==> src/rtl/lsu_mem_port_if.sv <==
// Request, response and data-memory bus signals of the load/store memory port.
// The master modport is the environment (execute stage plus memory); slave is the port itself.
interface lsu_mem_port_if;
  logic        req_valid;
  logic        req_ready;
  logic [3:0]  inst_type;
  logic [31:0] addr;
  logic [31:0] store_data;
  logic        resp_valid;
  logic        resp_err;
  logic [1:0]  resp_err_code;
  logic [31:0] load_data;
  logic        mem_req;
  logic        mem_we;
  logic [31:0] mem_addr;
  logic [3:0]  mem_be;
  logic [31:0] mem_wdata;
  logic        mem_ack;
  logic [31:0] mem_rdata;

  modport master (
    output req_valid, inst_type, addr, store_data, mem_ack, mem_rdata,
    input  req_ready, resp_valid, resp_err, resp_err_code, load_data,
           mem_req, mem_we, mem_addr, mem_be, mem_wdata
  );

  modport slave (
    input  req_valid, inst_type, addr, store_data, mem_ack, mem_rdata,
    output req_ready, resp_valid, resp_err, resp_err_code, load_data,
           mem_req, mem_we, mem_addr, mem_be, mem_wdata
  );
endinterface

==> src/rtl/lsu_mem_port.sv <==
// Single-outstanding load/store port: decodes inst_type, drives a word-addressed
// req/ack bus with byte enables and lane-steered store data, and extends load data.
module lsu_mem_port #(
  parameter int TIMEOUT_CYCLES = 255
) (
  input logic           clk,
  input logic           rst,
  lsu_mem_port_if.slave io
);

  typedef enum logic [1:0] {IDLE, BUS, RESP} state_t;

  localparam logic [15:0] TO_LAST = 16'(TIMEOUT_CYCLES - 1);

  state_t      state_reg;
  logic        req_ready_reg;
  logic        mem_req_reg;
  logic        mem_we_reg;
  logic [31:0] mem_addr_reg;
  logic [3:0]  mem_be_reg;
  logic [31:0] mem_wdata_reg;
  logic        resp_valid_reg;
  logic        resp_err_reg;
  logic [1:0]  resp_err_code_reg;
  logic [31:0] load_data_reg;
  logic [3:0]  inst_reg;
  logic [1:0]  addr_lo_reg;
  logic [15:0] cnt_reg;

  // Request decode
  logic        legal_next;
  logic        aligned_next;
  logic        size_b_next;
  logic        size_h_next;
  logic        store_next;
  logic [3:0]  be_next;
  logic [31:0] wdata_next;
  logic [31:0] load_ext_next;
  logic [31:0] rdata_shift;

  always_comb begin
    legal_next  = 1'b1;
    size_b_next = 1'b0;
    size_h_next = 1'b0;
    store_next  = 1'b0;
    case (io.inst_type)
      4'b1000, 4'b1011: size_b_next = 1'b1;
      4'b1001, 4'b1111: size_h_next = 1'b1;
      4'b1010:          ;
      4'b1100: begin size_b_next = 1'b1; store_next = 1'b1; end
      4'b1101: begin size_h_next = 1'b1; store_next = 1'b1; end
      4'b1110:          store_next = 1'b1;
      default:          legal_next = 1'b0;
    endcase

    if (size_b_next) begin
      aligned_next = 1'b1;
      be_next      = 4'b0001 << io.addr[1:0];
    end else if (size_h_next) begin
      aligned_next = ~io.addr[0];
      be_next      = 4'b0011 << io.addr[1:0];
    end else begin
      aligned_next = (io.addr[1:0] == 2'b00);
      be_next      = 4'b1111;
    end
  end

  // Each byte lane takes the low byte, the matching halfword byte, or its own byte
  generate
    for (genvar gi = 0; gi < 4; gi++) begin : g_lane
      assign wdata_next[gi*8 +: 8] = size_b_next ? io.store_data[7:0] :
                                     size_h_next ? io.store_data[(gi%2)*8 +: 8] :
                                                   io.store_data[gi*8 +: 8];
    end
  endgenerate

  assign rdata_shift = io.mem_rdata >> {addr_lo_reg, 3'b000};

  always_comb begin
    case (inst_reg)
      4'b1000: load_ext_next = {{24{rdata_shift[7]}}, rdata_shift[7:0]};
      4'b1011: load_ext_next = {24'h0, rdata_shift[7:0]};
      4'b1001: load_ext_next = {{16{rdata_shift[15]}}, rdata_shift[15:0]};
      4'b1111: load_ext_next = {16'h0, rdata_shift[15:0]};
      4'b1010: load_ext_next = io.mem_rdata;
      default: load_ext_next = 32'h0;
    endcase
  end

  always_ff @(posedge clk or posedge rst) begin
    if (rst) begin
      state_reg         <= IDLE;
      req_ready_reg     <= 1'b1;
      mem_req_reg       <= 1'b0;
      mem_we_reg        <= 1'b0;
      mem_addr_reg      <= 32'h0;
      mem_be_reg        <= 4'h0;
      mem_wdata_reg     <= 32'h0;
      resp_valid_reg    <= 1'b0;
      resp_err_reg      <= 1'b0;
      resp_err_code_reg <= 2'b00;
      load_data_reg     <= 32'h0;
      inst_reg          <= 4'h0;
      addr_lo_reg       <= 2'b00;
      cnt_reg           <= 16'h0;
    end else begin
      resp_valid_reg <= 1'b0;
      case (state_reg)
        IDLE: begin
          if (io.req_valid) begin
            inst_reg      <= io.inst_type;
            addr_lo_reg   <= io.addr[1:0];
            req_ready_reg <= 1'b0;
            load_data_reg <= 32'h0;
            if (!legal_next || !aligned_next) begin
              // Illegal code outranks misalignment
              state_reg         <= RESP;
              resp_valid_reg    <= 1'b1;
              resp_err_reg      <= 1'b1;
              resp_err_code_reg <= legal_next ? 2'b01 : 2'b10;
            end else begin
              state_reg     <= BUS;
              mem_req_reg   <= 1'b1;
              mem_we_reg    <= store_next;
              mem_addr_reg  <= {io.addr[31:2], 2'b00};
              mem_be_reg    <= be_next;
              mem_wdata_reg <= wdata_next;
              cnt_reg       <= 16'h0;
            end
          end
        end
        BUS: begin
          if (io.mem_ack) begin
            state_reg         <= RESP;
            mem_req_reg       <= 1'b0;
            resp_valid_reg    <= 1'b1;
            resp_err_reg      <= 1'b0;
            resp_err_code_reg <= 2'b00;
            load_data_reg     <= load_ext_next;
          end else if (cnt_reg == TO_LAST) begin
            state_reg         <= RESP;
            mem_req_reg       <= 1'b0;
            resp_valid_reg    <= 1'b1;
            resp_err_reg      <= 1'b1;
            resp_err_code_reg <= 2'b11;
            load_data_reg     <= 32'h0;
          end else begin
            cnt_reg <= cnt_reg + 16'h1;
          end
        end
        RESP: begin
          state_reg         <= IDLE;
          req_ready_reg     <= 1'b1;
          resp_err_reg      <= 1'b0;
          resp_err_code_reg <= 2'b00;
          load_data_reg     <= 32'h0;
        end
        default: state_reg <= IDLE;
      endcase
    end
  end

  assign io.req_ready     = req_ready_reg;
  assign io.mem_req       = mem_req_reg;
  assign io.mem_we        = mem_we_reg;
  assign io.mem_addr      = mem_addr_reg;
  assign io.mem_be        = mem_be_reg;
  assign io.mem_wdata     = mem_wdata_reg;
  assign io.resp_valid    = resp_valid_reg;
  assign io.resp_err      = resp_err_reg;
  assign io.resp_err_code = resp_err_code_reg;
  assign io.load_data     = load_data_reg;

endmodule

==> src/flat_wrapper.sv <==
// flat-port wrapper written by rule: the top's interface ports become plain ports
module lsu_mem_port_flat 
#(
  parameter int TIMEOUT_CYCLES = 255
)
  (clk, rst, io_req_valid, io_inst_type, io_addr, io_store_data, io_mem_ack, io_mem_rdata, io_req_ready, io_resp_valid, io_resp_err, io_resp_err_code, io_load_data, io_mem_req, io_mem_we, io_mem_addr, io_mem_be, io_mem_wdata);
  lsu_mem_port_if io_i ();
  input logic clk;
  input logic rst;
  input wire logic [$bits(io_i.req_valid)-1:0] io_req_valid;
  input wire logic [$bits(io_i.inst_type)-1:0] io_inst_type;
  input wire logic [$bits(io_i.addr)-1:0] io_addr;
  input wire logic [$bits(io_i.store_data)-1:0] io_store_data;
  input wire logic [$bits(io_i.mem_ack)-1:0] io_mem_ack;
  input wire logic [$bits(io_i.mem_rdata)-1:0] io_mem_rdata;
  output wire logic [$bits(io_i.req_ready)-1:0] io_req_ready;
  output wire logic [$bits(io_i.resp_valid)-1:0] io_resp_valid;
  output wire logic [$bits(io_i.resp_err)-1:0] io_resp_err;
  output wire logic [$bits(io_i.resp_err_code)-1:0] io_resp_err_code;
  output wire logic [$bits(io_i.load_data)-1:0] io_load_data;
  output wire logic [$bits(io_i.mem_req)-1:0] io_mem_req;
  output wire logic [$bits(io_i.mem_we)-1:0] io_mem_we;
  output wire logic [$bits(io_i.mem_addr)-1:0] io_mem_addr;
  output wire logic [$bits(io_i.mem_be)-1:0] io_mem_be;
  output wire logic [$bits(io_i.mem_wdata)-1:0] io_mem_wdata;
  assign io_i.req_valid = io_req_valid;
  assign io_i.inst_type = io_inst_type;
  assign io_i.addr = io_addr;
  assign io_i.store_data = io_store_data;
  assign io_i.mem_ack = io_mem_ack;
  assign io_i.mem_rdata = io_mem_rdata;
  assign io_req_ready = io_i.req_ready;
  assign io_resp_valid = io_i.resp_valid;
  assign io_resp_err = io_i.resp_err;
  assign io_resp_err_code = io_i.resp_err_code;
  assign io_load_data = io_i.load_data;
  assign io_mem_req = io_i.mem_req;
  assign io_mem_we = io_i.mem_we;
  assign io_mem_addr = io_i.mem_addr;
  assign io_mem_be = io_i.mem_be;
  assign io_mem_wdata = io_i.mem_wdata;
  lsu_mem_port #(.TIMEOUT_CYCLES(TIMEOUT_CYCLES)) u_core (.clk(clk), .rst(rst), .io(io_i));
endmodule
==> config.mk <==
export PLATFORM = sky130hd
export DESIGN_NAME = lsu_mem_port_flat
export DESIGN_NICKNAME = d
export VERILOG_FILES = /design/src/rtl/lsu_mem_port_if.sv /design/src/rtl/lsu_mem_port.sv /design/src/flat_wrapper.sv
export SDC_FILE = /design/constraint.sdc
export NUM_CORES = 1
export LEC_CHECK = 0
export CORE_AREA = 4 4 114 127
export CTS_BUF_LIST = sky130_fd_sc_hd__clkbuf_4 sky130_fd_sc_hd__clkbuf_8 sky130_fd_sc_hd__clkbuf_16
export CTS_CLUSTER_DIAMETER = 150
export DETAILED_ROUTE_END_ITERATION = 16
export DIE_AREA = 0 0 118 131
export GPL_TIMING_DRIVEN = 0
export PLACE_DENSITY = 0.84
export SLEW_MARGIN = 20
export SYNTH_ARGS = -nofsm -noshare
export SYNTH_HDL_FRONTEND = slang
export SYNTH_SLANG_ARGS = --single-unit
==> constraint.sdc <==
create_clock -name clk -period 9.63 [get_ports clk]
set_clock_uncertainty 0.1 [all_clocks]
set_input_delay 0.963 -clock clk [delete_from_list [all_inputs] [get_ports clk]]
set_output_delay 0.963 -clock clk [all_outputs]
set_load 0.005 [all_outputs]
Word-level counts from Yosys, hierarchy flattened
Index checks and enable logic that the tools add are counted.
{"block": "totals", "ff_bits": 129, "in_bits": 104, "output_inout_bits": 107}
{"block": "classes", "add_sub_neg": 1, "eq_ne": 22, "n_shift": 3, "muxes": 51, "n_bitwise": 2, "n_reduce_logical": 20}
{"operator": "$pmux W32 S5", "n": 1}
{"operator": "$mux W32", "n": 3}
{"operator": "$pmux W32 S3", "n": 1}
{"operator": "$mux W16", "n": 4}
{"operator": "$eq A4 B4 Y1 const B", "n": 13}
{"operator": "$mux W8", "n": 5}
{"operator": "$pmux W16 S2", "n": 1}
{"operator": "$shr A32 B5 Y16", "n": 1}
{"operator": "$mux W1", "n": 19}
{"operator": "$mux W2", "n": 9}
{"operator": "$add A16 B1 Y16 const B", "n": 1}
{"operator": "$eq A16 B8 Y1 const B", "n": 1}
{"operator": "$reduce_or A3 Y1", "n": 3}
{"operator": "$mux W4", "n": 2}
{"operator": "$ne A2 B2 Y1 const B", "n": 4}
{"operator": "$reduce_and A4 Y1", "n": 2}
{"operator": "$reduce_or A8 Y1", "n": 1}
{"operator": "$pmux W1 S2", "n": 3}
{"operator": "$pmux W2 S3", "n": 1}
{"operator": "$reduce_and A2 Y1", "n": 3}
{"operator": "$reduce_and A3 Y1", "n": 2}
{"operator": "$reduce_and A5 Y1", "n": 1}
{"operator": "$logic_not A2 Y1", "n": 2}
{"operator": "$pmux W2 S2", "n": 1}
{"operator": "other kinds (12)", "n": 15}

Depth between registers and ports, before layout
Gate-level depths: netlist of run 1.
{"block": "depth", "ltp_word": 10, "mapped_depth": 9}

Worst setup path after synthesis of run 1
No wires, ideal clock.
{"block": "synth_timing", "kind": "in2reg", "from": "input io_addr[0]", "to": "register u_core.resp_err_code_reg[0], in the netlist u_core.io.resp_err_code[0]", "arrival_ps": 2323, "slack_ps": 7082, "cell_stages": 6, "path_cell_list": "inv_1 -> ha_1 -> o221a_2 -> nand2b_1 -> a211o_4 -> mux2_4"}
{"block": "synth_via", "elab_chain_cells": 7, "word_cells_on_any_way": 8, "cone_classes": "eq/ne: 1; mux: 2; bitwise: 1; reduce/logical: 4"}
{"element": "start: declaration", "line_no": "flat_wrapper.sv:12", "source": "input wire logic [$bits(io_i.addr)-1:0] io_addr;"}
{"element": "$logic_not A2 Y1 or $not A1 Y1 (tied branches)", "line_no": "lsu_mem_port.sv:63, lsu_mem_port.sv:60"}
{"element": "$mux W1 *", "line_no": "lsu_mem_port.sv:59", "source": "end else if (size_h_next) begin"}
{"element": "$mux W1 *", "line_no": "lsu_mem_port.sv:56", "source": "if (size_b_next) begin"}
{"element": "$logic_not A1 Y1 *", "line_no": "lsu_mem_port.sv:115", "source": "if (!legal_next || !aligned_next) begin"}
{"element": "$logic_or A1 B1 Y1 *", "line_no": "lsu_mem_port.sv:115"}
{"element": "$ne A2 B1 Y1 (no line) *"}
{"element": "$reduce_and A4 Y1 (no line) *"}
{"element": "end signal: assignment", "line_no": "lsu_mem_port.sv:120", "source": "resp_err_code_reg <= legal_next ? 2'b01 : 2'b10;"}
{"element": "end: declaration", "line_no": "lsu_mem_port.sv:24", "source": "logic [1:0] resp_err_code_reg;"}
Every way passes the cells marked *; elsewhere a longest branch is shown, timed or not.
A chain may end at the register's enable or synchronous reset.

Worst setup path after layout of run 1
{"block": "layout_timing", "from": "input io_addr[1]", "to": "register u_core.mem_wdata_reg[26], in the netlist u_core.io.mem_wdata[26]"}
{"block": "layout_via", "elab_chain_cells": 7}
{"element": "$logic_not A2 Y1", "line_no": "lsu_mem_port.sv:63", "source": "aligned_next = (io.addr[1:0] == 2'b00);"}
{"element": "$mux W1", "line_no": "lsu_mem_port.sv:59"}
{"element": "$mux W1", "line_no": "lsu_mem_port.sv:56"}
{"element": "$logic_not A1 Y1", "line_no": "lsu_mem_port.sv:115"}
{"element": "$logic_or A1 B1 Y1", "line_no": "lsu_mem_port.sv:115"}
{"element": "$not A1 Y1 (no line)"}
{"element": "$reduce_and A3 Y1 (no line)"}
{"element": "end signal: assignment", "line_no": "lsu_mem_port.sv:127", "source": "mem_wdata_reg <= wdata_next;"}
{"element": "end: declaration", "line_no": "lsu_mem_port.sv:21", "source": "logic [31:0] mem_wdata_reg;"}
Every way passes these cells.

==> flow_metrics.tcl, run 1 <==
set metrics [dict create \
    outcome "finished, final reports clean" \
    grt_overflow_total 0 \
    setup_viol 0 \
    p_leak_uw 0.00421 \
    final_common_cell "clkdlybuf4s50_1" \
    synth-seq-area-share_pct 50.0 \
    crit_path_start_kind "primary input" \
    port_buffers 208 \
    cts_setup_buffers 0 \
    ctsResizeCount 0 \
    min-delay-start "u_core.io.mem_addr[15]" \
    power_uw 2440 \
    drc_errors 0 \
    clock_latency_ns 0.43 \
    rsz0062_at_grt "false" \
    critPathCaptureType "flop" \
    start_util_pct 49.3 \
    cts_made_buffers 17 \
    hp-class "reg2reg" \
    cts_max_path_buffers 2 \
    dieWidth_um 118 \
    slew_headroom_pct 31.6 \
    crit_type "in2reg" \
    synth_seq_cells 129 \
    seqPwrFrac_pct 33.9 \
    drive_gt1_share_pct 6.76 \
    nNetsFinal 1064 \
    syn_area_um2 6460 \
    seq_area_um2 3230 \
    antenna_found_initial 0 \
    setup-tns-final_ns 0 \
    syn2layout_area_growth_pct 45.5 \
    clk_root_buffer_cell "clkbuf_16" \
    grt_pass1_wl_um 32900 \
    ys_types 61 \
    firstDrtPassIters 5 \
    grt_pass1_vias 6443 \
    fp.dieH_um 131 \
    power_density_nw_per_um2 259 \
    reg2reg_from "u_core.state_reg[1]" \
    vias 6342 \
    whs_ns 0.372 \
    gp_congestion 0.887 \
    drv_slew 0 \
    yosysWarnings 0 \
    drt_iter0_markers 629 \
    cts_sinks 129 \
    layout.cells.non_filler 1123 \
    worstSetupStartpoint "io_addr[1]" \
    drt_wl_total_um 20700 \
    switching_share_pct 32.4 \
    cts_tree "built" \
    path_max_fanout 10 \
    clk_pin_slew_ns 0.06 \
    arrival_ns 3.22 \
    tightest_slew_ns 1.02 \
    period_share_pct 31.0 \
    hold_buffers 0 \
    power_switching_uw 789 \
    hold_viol 0 \
    fillers 1032 \
    async_flop_share_pct 100 \
    pwr-share-comb_pct 38.1 \
    min_period_ns 2.98 \
    synth-main-ff-cell "dfrtp_1" \
    grt_max_degree 101 \
    grt_usage_pct 27.0 \
    row_count 44 \
    placed_cells 1092 \
    ant_nets 0 \
    ir_drop_uv 160 \
    coreArea_um2 13100 \
    diodes 0 \
    layout_common_cells "clkdlybuf4s50_1, nand2_1, dfrtp_1" \
    synth_edf_count 0 \
    htree_levels 4 \
    place_hpwl_um 14900 \
    fmax_mhz 335 \
    internal_power_uw 1650 \
    multi_input_area_um2 3000 \
    syn-instance-count 721 \
    pin_count 211 \
    viasPerCell 5.65 \
    die-area_um2 15500 \
    drv_cap 0 \
    synth_area_per_cell_um2 8.97 \
    pwr-share-clk_pct 28.0 \
    post_drt_wl_per_cell_um 18.4 \
    required_ns 9.87 \
]
## final cells by class
type	count	area share [%]
Sequential cell	129	34.3
Inverter	9	0.439
Tap cell	161	2.14
Buffer	48	2.21
Clock buffer	21	4.91
Multi-Input combinational cell	536	31.9
Clock inverter	10	1.70
Timing Repair Buffer	209	22.4
## final timing paths
kind / end / slack [ns] / cells past startpoint
min in group asynchronous: u_core.io.load_data[25] / 0.79 / 2
worst min register to register: u_core.io.mem_addr[15] / 0.37 / 2
max in group asynchronous: u_core.cnt_reg[0] / 7.87 / 3
worst max-delay path: u_core.io.mem_wdata[26] / 6.65 / 8
worst min-delay path: u_core.io.mem_addr[15] / 0.37 / 2
worst max register to register: u_core.io.load_data[9] / 7.11 / 7
## power groups by stage
stage               clock network [uW]  logic, uW  registers, uW
floorplan                            0        410            828
global placement                     0        899            826
detailed placement                   0        913            829
CTS                                688        926            828
global route                       712       1020            849
finish                             682        928            827
## cells by family after synthesis
family,after synthesis,synth area share [%]
simple gates,313,22.5
compound gates,184,17.4
flops,129,50.0
buf+inv,57,3.74
mux,25,4.12
fa+ha+maj,10,1.94
xor+xnor,2,0.271
other cells,1,0.0580
## worst max-delay path: stages
cell             delay (ns)
clkdlybuf4s50_1        0.55
inv_1                  0.11
ha_1                   0.24
o221ai_2               0.27
buf_2                  0.29
buf_1                  0.45
a21oi_1                0.13
a21oi_1                0.22
## cell usage after synthesis, types with 5 or more instances
master | n | area, um^2
a21o_1 | 9 | 67.6
ha_1 | 10 | 125
inv_1 | 9 | 33.8
a211o_1 | 9 | 78.8
nand4_1 | 6 | 37.5
nand3_1 | 13 | 65.1
and2_1 | 19 | 119
mux2_2 | 5 | 56.3
nand2b_1 | 8 | 50.1
nand2_1 | 197 | 739
buf_2 | 10 | 50.1
nor2b_1 | 12 | 75.1
nor3_1 | 5 | 25.0
and3_1 | 8 | 50.1
buf_1 | 8 | 30.0
a21oi_1 | 49 | 245
dfrtp_1 | 128 | 3200
a32oi_1 | 8 | 70.1
clkbuf_1 | 26 | 97.6
a31oi_1 | 8 | 50.1
o21ai_0 | 61 | 305
o211ai_1 | 8 | 60.1
o22ai_1 | 13 | 81.3
nor2_1 | 22 | 82.6
mux2i_1 | 18 | 180
## per-layer routing
metal,track usage (%),vias up,routed length (um)
met2,43.4,339,9550
met5,0,-,0
met4,13.0,0,778
met1,30.6,2983,7820
met3,12.9,70,2560
li1,-,2950,-
## stage by stage
| stage | instance area, um^2 | util, % | worst slack (ns) |
|---|---|---|---|
| 2_1_floorplan | 6470 | - | 5.13 |
| 3_3_place_gp | 8750 | 66.8 | 3.19 |
| 3_5_place_dp | 8790 | 67.1 | 6.22 |
| 4_1_cts | 9410 | 71.8 | 6.66 |
| 5_1_grt | 9410 | 71.8 | 6.51 |
| 6_report | 9410 | 71.8 | 6.65 |
No activity file was read; power rests on OpenSTA's default activity.
==> run 2, diff against run 1 <==
--- a/config.mk
+++ b/config.mk
@@ -5,13 +5,13 @@
 export SDC_FILE = /design/constraint.sdc
 export NUM_CORES = 1
 export LEC_CHECK = 0
-export CORE_AREA = 4 4 114 127
+export CORE_AREA = 4 4 124 138
 export CTS_BUF_LIST = sky130_fd_sc_hd__clkbuf_4 sky130_fd_sc_hd__clkbuf_8 sky130_fd_sc_hd__clkbuf_16
 export CTS_CLUSTER_DIAMETER = 150
 export DETAILED_ROUTE_END_ITERATION = 16
-export DIE_AREA = 0 0 118 131
+export DIE_AREA = 0 0 128 142
 export GPL_TIMING_DRIVEN = 0
-export PLACE_DENSITY = 0.84
+export PLACE_DENSITY = 0.76
 export SLEW_MARGIN = 20
 export SYNTH_ARGS = -nofsm -noshare
 export SYNTH_HDL_FRONTEND = slang
==> constraint.sdc (replaced) <==
create_clock -name clk -period 2.5 [get_ports clk]
set_clock_uncertainty 0.1 [all_clocks]
set_input_delay 0.25 -clock clk [delete_from_list [all_inputs] [get_ports clk]]
set_output_delay 0.25 -clock clk [all_outputs]
set_load 0.005 [all_outputs]
==> run 2 against run 1 <==
Register-to-register slack worse by 6.9 ns. First-iteration DRC count is 30% lower. Total power grew to 3.7 times the previous value. Cell count is 3.6% higher. Critical path type is now reg2reg. Worst hold slack worse by 0.21 ns.
==> flow_metrics.tcl, run 2 (synthesis results as in run 1) <==
set metrics [dict create \
    seqPwrFrac_pct 35.7 \
    clk_root_buffer_cell "clkbuf_16" \
    fillers 1403 \
    dr_wl_met3_um 2330 \
    switching_share_pct 33.2 \
    crit_buf_inv 2 \
    drive_gt1_share_pct 7.27 \
    crit_path_start_kind "flop" \
    min_period_ns 2.32 \
    viasPerCell 5.38 \
    cts_made_buffers 17 \
    grt_pass1_wl_um 32900 \
    setup_viol 0 \
    path_depth 8 \
    final_common_cell "clkdlybuf4s50_1" \
    drv_cap 0 \
    slew_headroom_pct 37.2 \
    dr.max_layer_used "met4" \
    cp_slowest_cell "dfrtp_1" \
    cts_max_path_buffers 2 \
    pin_count 211 \
    grt_pass1_vias 6323 \
    outcome "finished, final reports clean" \
    cp_slowest_stage_delay_ns 0.41 \
    hp-class "in2async" \
    required_ns 2.71 \
    crit_type "reg2reg" \
    nNetsFinal 1068 \
    path_max_fanout 10 \
    start_util_pct 41.4 \
    ant_nets 0 \
    drc_errors 0 \
    hold_viol 0 \
    die-area_um2 18200 \
    worstRegToRegCells 8 \
    row_count 48 \
    cts_sinks 129 \
    htree_levels 4 \
    post_drt_wl_per_cell_um 17.7 \
    coreArea_um2 15600 \
    power_uw 8940 \
    clock_latency_ns 0.41 \
    grt_overflow_total 0 \
    internal_power_uw 5970 \
    power_density_nw_per_um2 949 \
    cts_tree "built" \
    dieWidth_um 128 \
    drt_iter0_markers 443 \
    place_hpwl_um 15500 \
    wl_met2_um 9600 \
    p_leak_uw 0.00418 \
    fmax_mhz 431 \
    pre_cts_ws_ns -0.201 \
    diodes 0 \
    grt_usage_pct 23.0 \
    power_switching_uw 2970 \
    ir_drop_uv 622 \
    pwr-share-clk_pct 24.6 \
    fp.dieH_um 142 \
    drt_wl_total_um 20500 \
    tightest_slew_ns 0.935 \
    gp_congestion 0.943 \
    wl_met1_um 8140 \
    grt_max_degree 30 \
    port_buffers 208 \
    rsz0062_at_grt "false" \
    layout_common_cells "clkdlybuf4s50_1, nand2_1, dfrtp_1" \
    clk_pin_slew_ns 0.06 \
    setup_slack_ns 0.179 \
    drv_slew 0 \
    vias 6252 \
    critPathCaptureType "flop" \
    pwr-share-comb_pct 39.7 \
    crit_chain "inv_1 -> ha_2 -> and3_1 -> o221ai_2 -> buf_2 -> nand2_2 -> nand4_1 -> o32ai_1" \
    period_share_pct 92.8 \
    antenna_found_initial 0 \
    arrival_ns 2.53 \
    syn2layout_area_growth_pct 45.6 \
    crit_family "simple AND/OR/NAND/NOR gates" \
    firstDrtPassIters 5 \
]
[run 2: cell types whose count changed in the layout (fill, tap and decap cells not counted), sizes merged]
cell / previous run / this run
buf: 23 / 27
bufinv: 4 / 0
clkbuf: 47 / 48
clkinv: 5 / 3
clkinvlp: 1 / 4
inv: 9 / 8
[run 2: worst paths after layout]
| check | start | to | slack (ns) |
|---|---|---|---|
| min in group clk | io_addr[13] | u_core.io.mem_addr[13] | 0.26 |
| hold reg to reg | u_core.io.mem_addr[22] | u_core.io.mem_addr[22] | 0.37 |
| setup / recovery | u_core.state_reg[0] | u_core.cnt_reg[14] | 0.18 |
| max in group asynchronous | rst | u_core.io.req_ready | 1.33 |
| hold / removal | rst | u_core.io.load_data[3] | 0.16 |
| setup reg to reg | u_core.state_reg[0] | u_core.cnt_reg[14] | 0.18 |
[run 2: routing by layer]
metal,global-route usage (%),vias up
li1,-,2959
met2,37.4,286
met1,27.7,2969
met4,7.99,0
met5,0,-
met3,9.42,38
[run 2: metrics by stage]
| step | std cells | instance area, um^2 | utilization [%] | hold WS, ns | TNS [ns] |
|---|---|---|---|---|---|
| 6_report | 1163 | 9420 | 60.3 | 0.160 | 0 |
| 5_1_grt | 1163 | 9420 | 60.3 | 0.204 | 0 |
| 4_1_cts | 1162 | 9400 | 60.2 | 0.167 | 0 |
| 3_5_place_dp | 1134 | 8880 | 56.9 | 0.361 | -2.79 |
| 3_3_place_gp | 1130 | 8800 | 56.4 | 0.357 | -88.22 |
| 2_1_floorplan | 722 | 6470 | - | 0.255 | 0 |
[run 2: power groups by stage]
stage                     registers, uW  logic, uW  clock network, uW
final                              3190       3550               2200
after global routing               3280       3930               2330
after CTS                          3190       3560               2230
after detailed placement           3190       3540                  0
after global placement             3190       3480                  0
after floorplan                    3190       1580                  0
[run 2: area by class of cell]
cell class,count,area [um^2],area share [%]
tap,200,250,2.66
timing repair buffer,213,2170,23.0
clock inverter,6,37.5,0.399
multi-input combinational,536,3010,31.9
buffer,48,209,2.22
sequential,129,3230,34.3
clock buffer,22,475,5.05
inverter,9,37.5,0.399
[run 2: repair_timing]
action                                  CTS  global route
buffers inserted                          0             1
hold buffers                              0             0
gates resized for setup                   0             6
endpoints found under the setup margin    0            35
==> edit, RTL diff (config.mk and constraints of run 2) <==
Make the reset (`rst`) synchronous in one clocked block.
--- a/src/rtl/lsu_mem_port.sv
+++ b/src/rtl/lsu_mem_port.sv
@@ -89,3 +89,3 @@
 
-  always_ff @(posedge clk or posedge rst) begin
+  always_ff @(posedge clk) begin
     if (rst) begin
Check against the original RTL: differs if rst is asserted again (counterexample within 4 cycles, from zero or initial values and one cycle with rst high); with rst held inactive, the same outputs for 4 cycles.
==> edit against run 2 <==
  * Global-route usage decreased by 0.23 points
  * Largest cell class is now multi-input combinational cells
  * Via count barely moved
  * Sequential cell count did not move
  * Critical path depth is 2 lower
  * Synthesized cell count fell by 2.9%
  * Routed wire length grew 1.6%
  * Synthesized area decreased by 5.8%
  * Cell area down 3.9%
  * Worst setup slack worse by 0.029 ns
  * Highest routed layer unchanged
Power is not compared: it rests on default switching activity, and its combinational part moved more than twofold at a synthesized area within 25%.
==> edit: results (changes against run 2) <==
Synthesis
  • Dominant cells by area after synthesis: sky130_fd_sc_hd__dfxtp_1 (42%), sky130_fd_sc_hd__nand2_1 (8.5%), sky130_fd_sc_hd__a21oi_1 (4.9%), sky130_fd_sc_hd__a22o_1 (3.5%), sky130_fd_sc_hd__mux2i_1 (3.3%) (was sky130_fd_sc_hd__dfrtp_1 (50%), sky130_fd_sc_hd__nand2_1 (11%), sky130_fd_sc_hd__o21ai_0 (4.7%), sky130_fd_sc_hd__a21oi_1 (3.8%), sky130_fd_sc_hd__mux2i_1 (2.8%))
  • Share of synthesized flip-flops with an asynchronous set or reset: 0% (was 100%)
  • Post-synth cell types: 59 (was 61)
  • Sequential area share after synthesis: 42.4% (was 50.0%)
  • Commonest cells in the netlist: sky130_fd_sc_hd__nand2_1 (138), sky130_fd_sc_hd__dfxtp_1 (129), sky130_fd_sc_hd__a21oi_1 (60), sky130_fd_sc_hd__clkbuf_1 (34), sky130_fd_sc_hd__nor2_1 (31) (was sky130_fd_sc_hd__nand2_1 (197), sky130_fd_sc_hd__dfrtp_1 (128), sky130_fd_sc_hd__o21ai_0 (61), sky130_fd_sc_hd__a21oi_1 (49), sky130_fd_sc_hd__clkbuf_1 (26))

Finish
  • Fill cell instance count of the final layout: 1,412 (was 1,403)
  • Share of post-route cells with drive strength above 1: 9.82% (was 7.27%)
  • Combined area of the multi-input logic cells: 3260 um2 (was 3010 um2)

Worst setup path
  • Critical path's largest stage delay: 0.56 ns (was 0.41 ns)
  • Slowest library cell on the worst path: sky130_fd_sc_hd__or4_4 (was sky130_fd_sc_hd__dfrtp_1)
  • R2R Setup Slk: 0.15 ns (was 0.18 ns)
  • Crit path DAT: 2.56 ns (was 2.53 ns)
  • Worst R2R End: u_core.io.load_data[29] (was u_core.cnt_reg[14])

STA
  • Worst Tran Pin Value: 0.758 ns (was 0.935 ns)
  • Hold slack final: 0.0785 ns (was 0.160 ns)

Placement
  • Detail Placement HPWL: 15,500 um (about the same)
  • Port Buffers: 207 (was 208)
  • Cell area reported after detailed placement: 8420 um2 (was 8880 um2)

Clock network
  • # resized after CTS: 4 (was 0)
  • Source-to-sink clock delay at the later pin of the worst-skew pair: 0.43 ns (was 0.41 ns)

Drt
  • Vias: 6,254 (was 6,252)
  • Drt first-iter violations: 550 (was 443)

Global route
  • Aggregate global-route resource usage: 22.8% (was 23.0%)
  • Met2 Track Usage GR: 38.2% (was 37.4%)
  • Largest net degree at the start of global routing: 17 (was 30)

Run status
  • Run status: finished, final reports clean (unchanged)

Worst hold path
  • Worst min-delay path category: input port to flip-flop (was input port to async pin)
## edit: cell types whose count changed after synthesis, sizes merged, moves of 10 or more
| cell | delta |
|---|---|
| dfxtp | +129 |
| nand2 | -60 |
| a22oi | +16 |
| o21ai | -54 |
| a211oi | +16 |
| nand3 | +10 |
| and2 | -15 |
| a311oi | +14 |
| o22ai | -13 |
| a22o | +23 |
| nor2b | -10 |
| dfrtp | -128 |
| a21oi | +12 |
| a32o | +12 |
## edit: final cells by class
cell class	instances	share of cell area (%)
Inverter	10	0.415
Clock buffer	20	5.09
Timing Repair Buffer	207	22.9
Buffer	56	2.89
Multi-Input combinational cell	504	36.0
Tap cell	200	2.76
Sequential cell	129	28.5
Clock inverter	11	1.45
## edit: per-stage QoR
stage | worst slack, ns | std cells | setup TNS [ns] | total power [W]
final | 0.151 | 1137 | 0 | 0.00561
after global routing | 0.000690 | 1137 | 0 | 0.00581
after CTS | 0.0465 | 1138 | 0 | 0.00563
after detailed placement | -0.605 | 1108 | -36.39 | 0.00314
after global placement | -0.516 | 1108 | -32.31 | 0.00313
after floorplan | 0.416 | 701 | 0 | 0.00266
## edit: per-layer routing
| metal | up-vias | share of wire, % |
|---|---|---|
| li1 | 3031 | - |
| met3 | 42 | 9.2 |
| met2 | 253 | 48 |
| met5 | - | 0 |
| met4 | 0 | 2.3 |
| met1 | 2928 | 40 |
## edit: cells by family after synthesis
kind of cell | count (synthesis) | share of synthesized area, %
fa+ha+maj | 10 | 2.05
flops | 129 | 42.4
other cells | 1 | 0.0616
mux | 28 | 6.24
buf+inv | 68 | 4.79
simple gates | 244 | 18.2
xor+xnor | 1 | 0.144
compound gates | 219 | 26.1
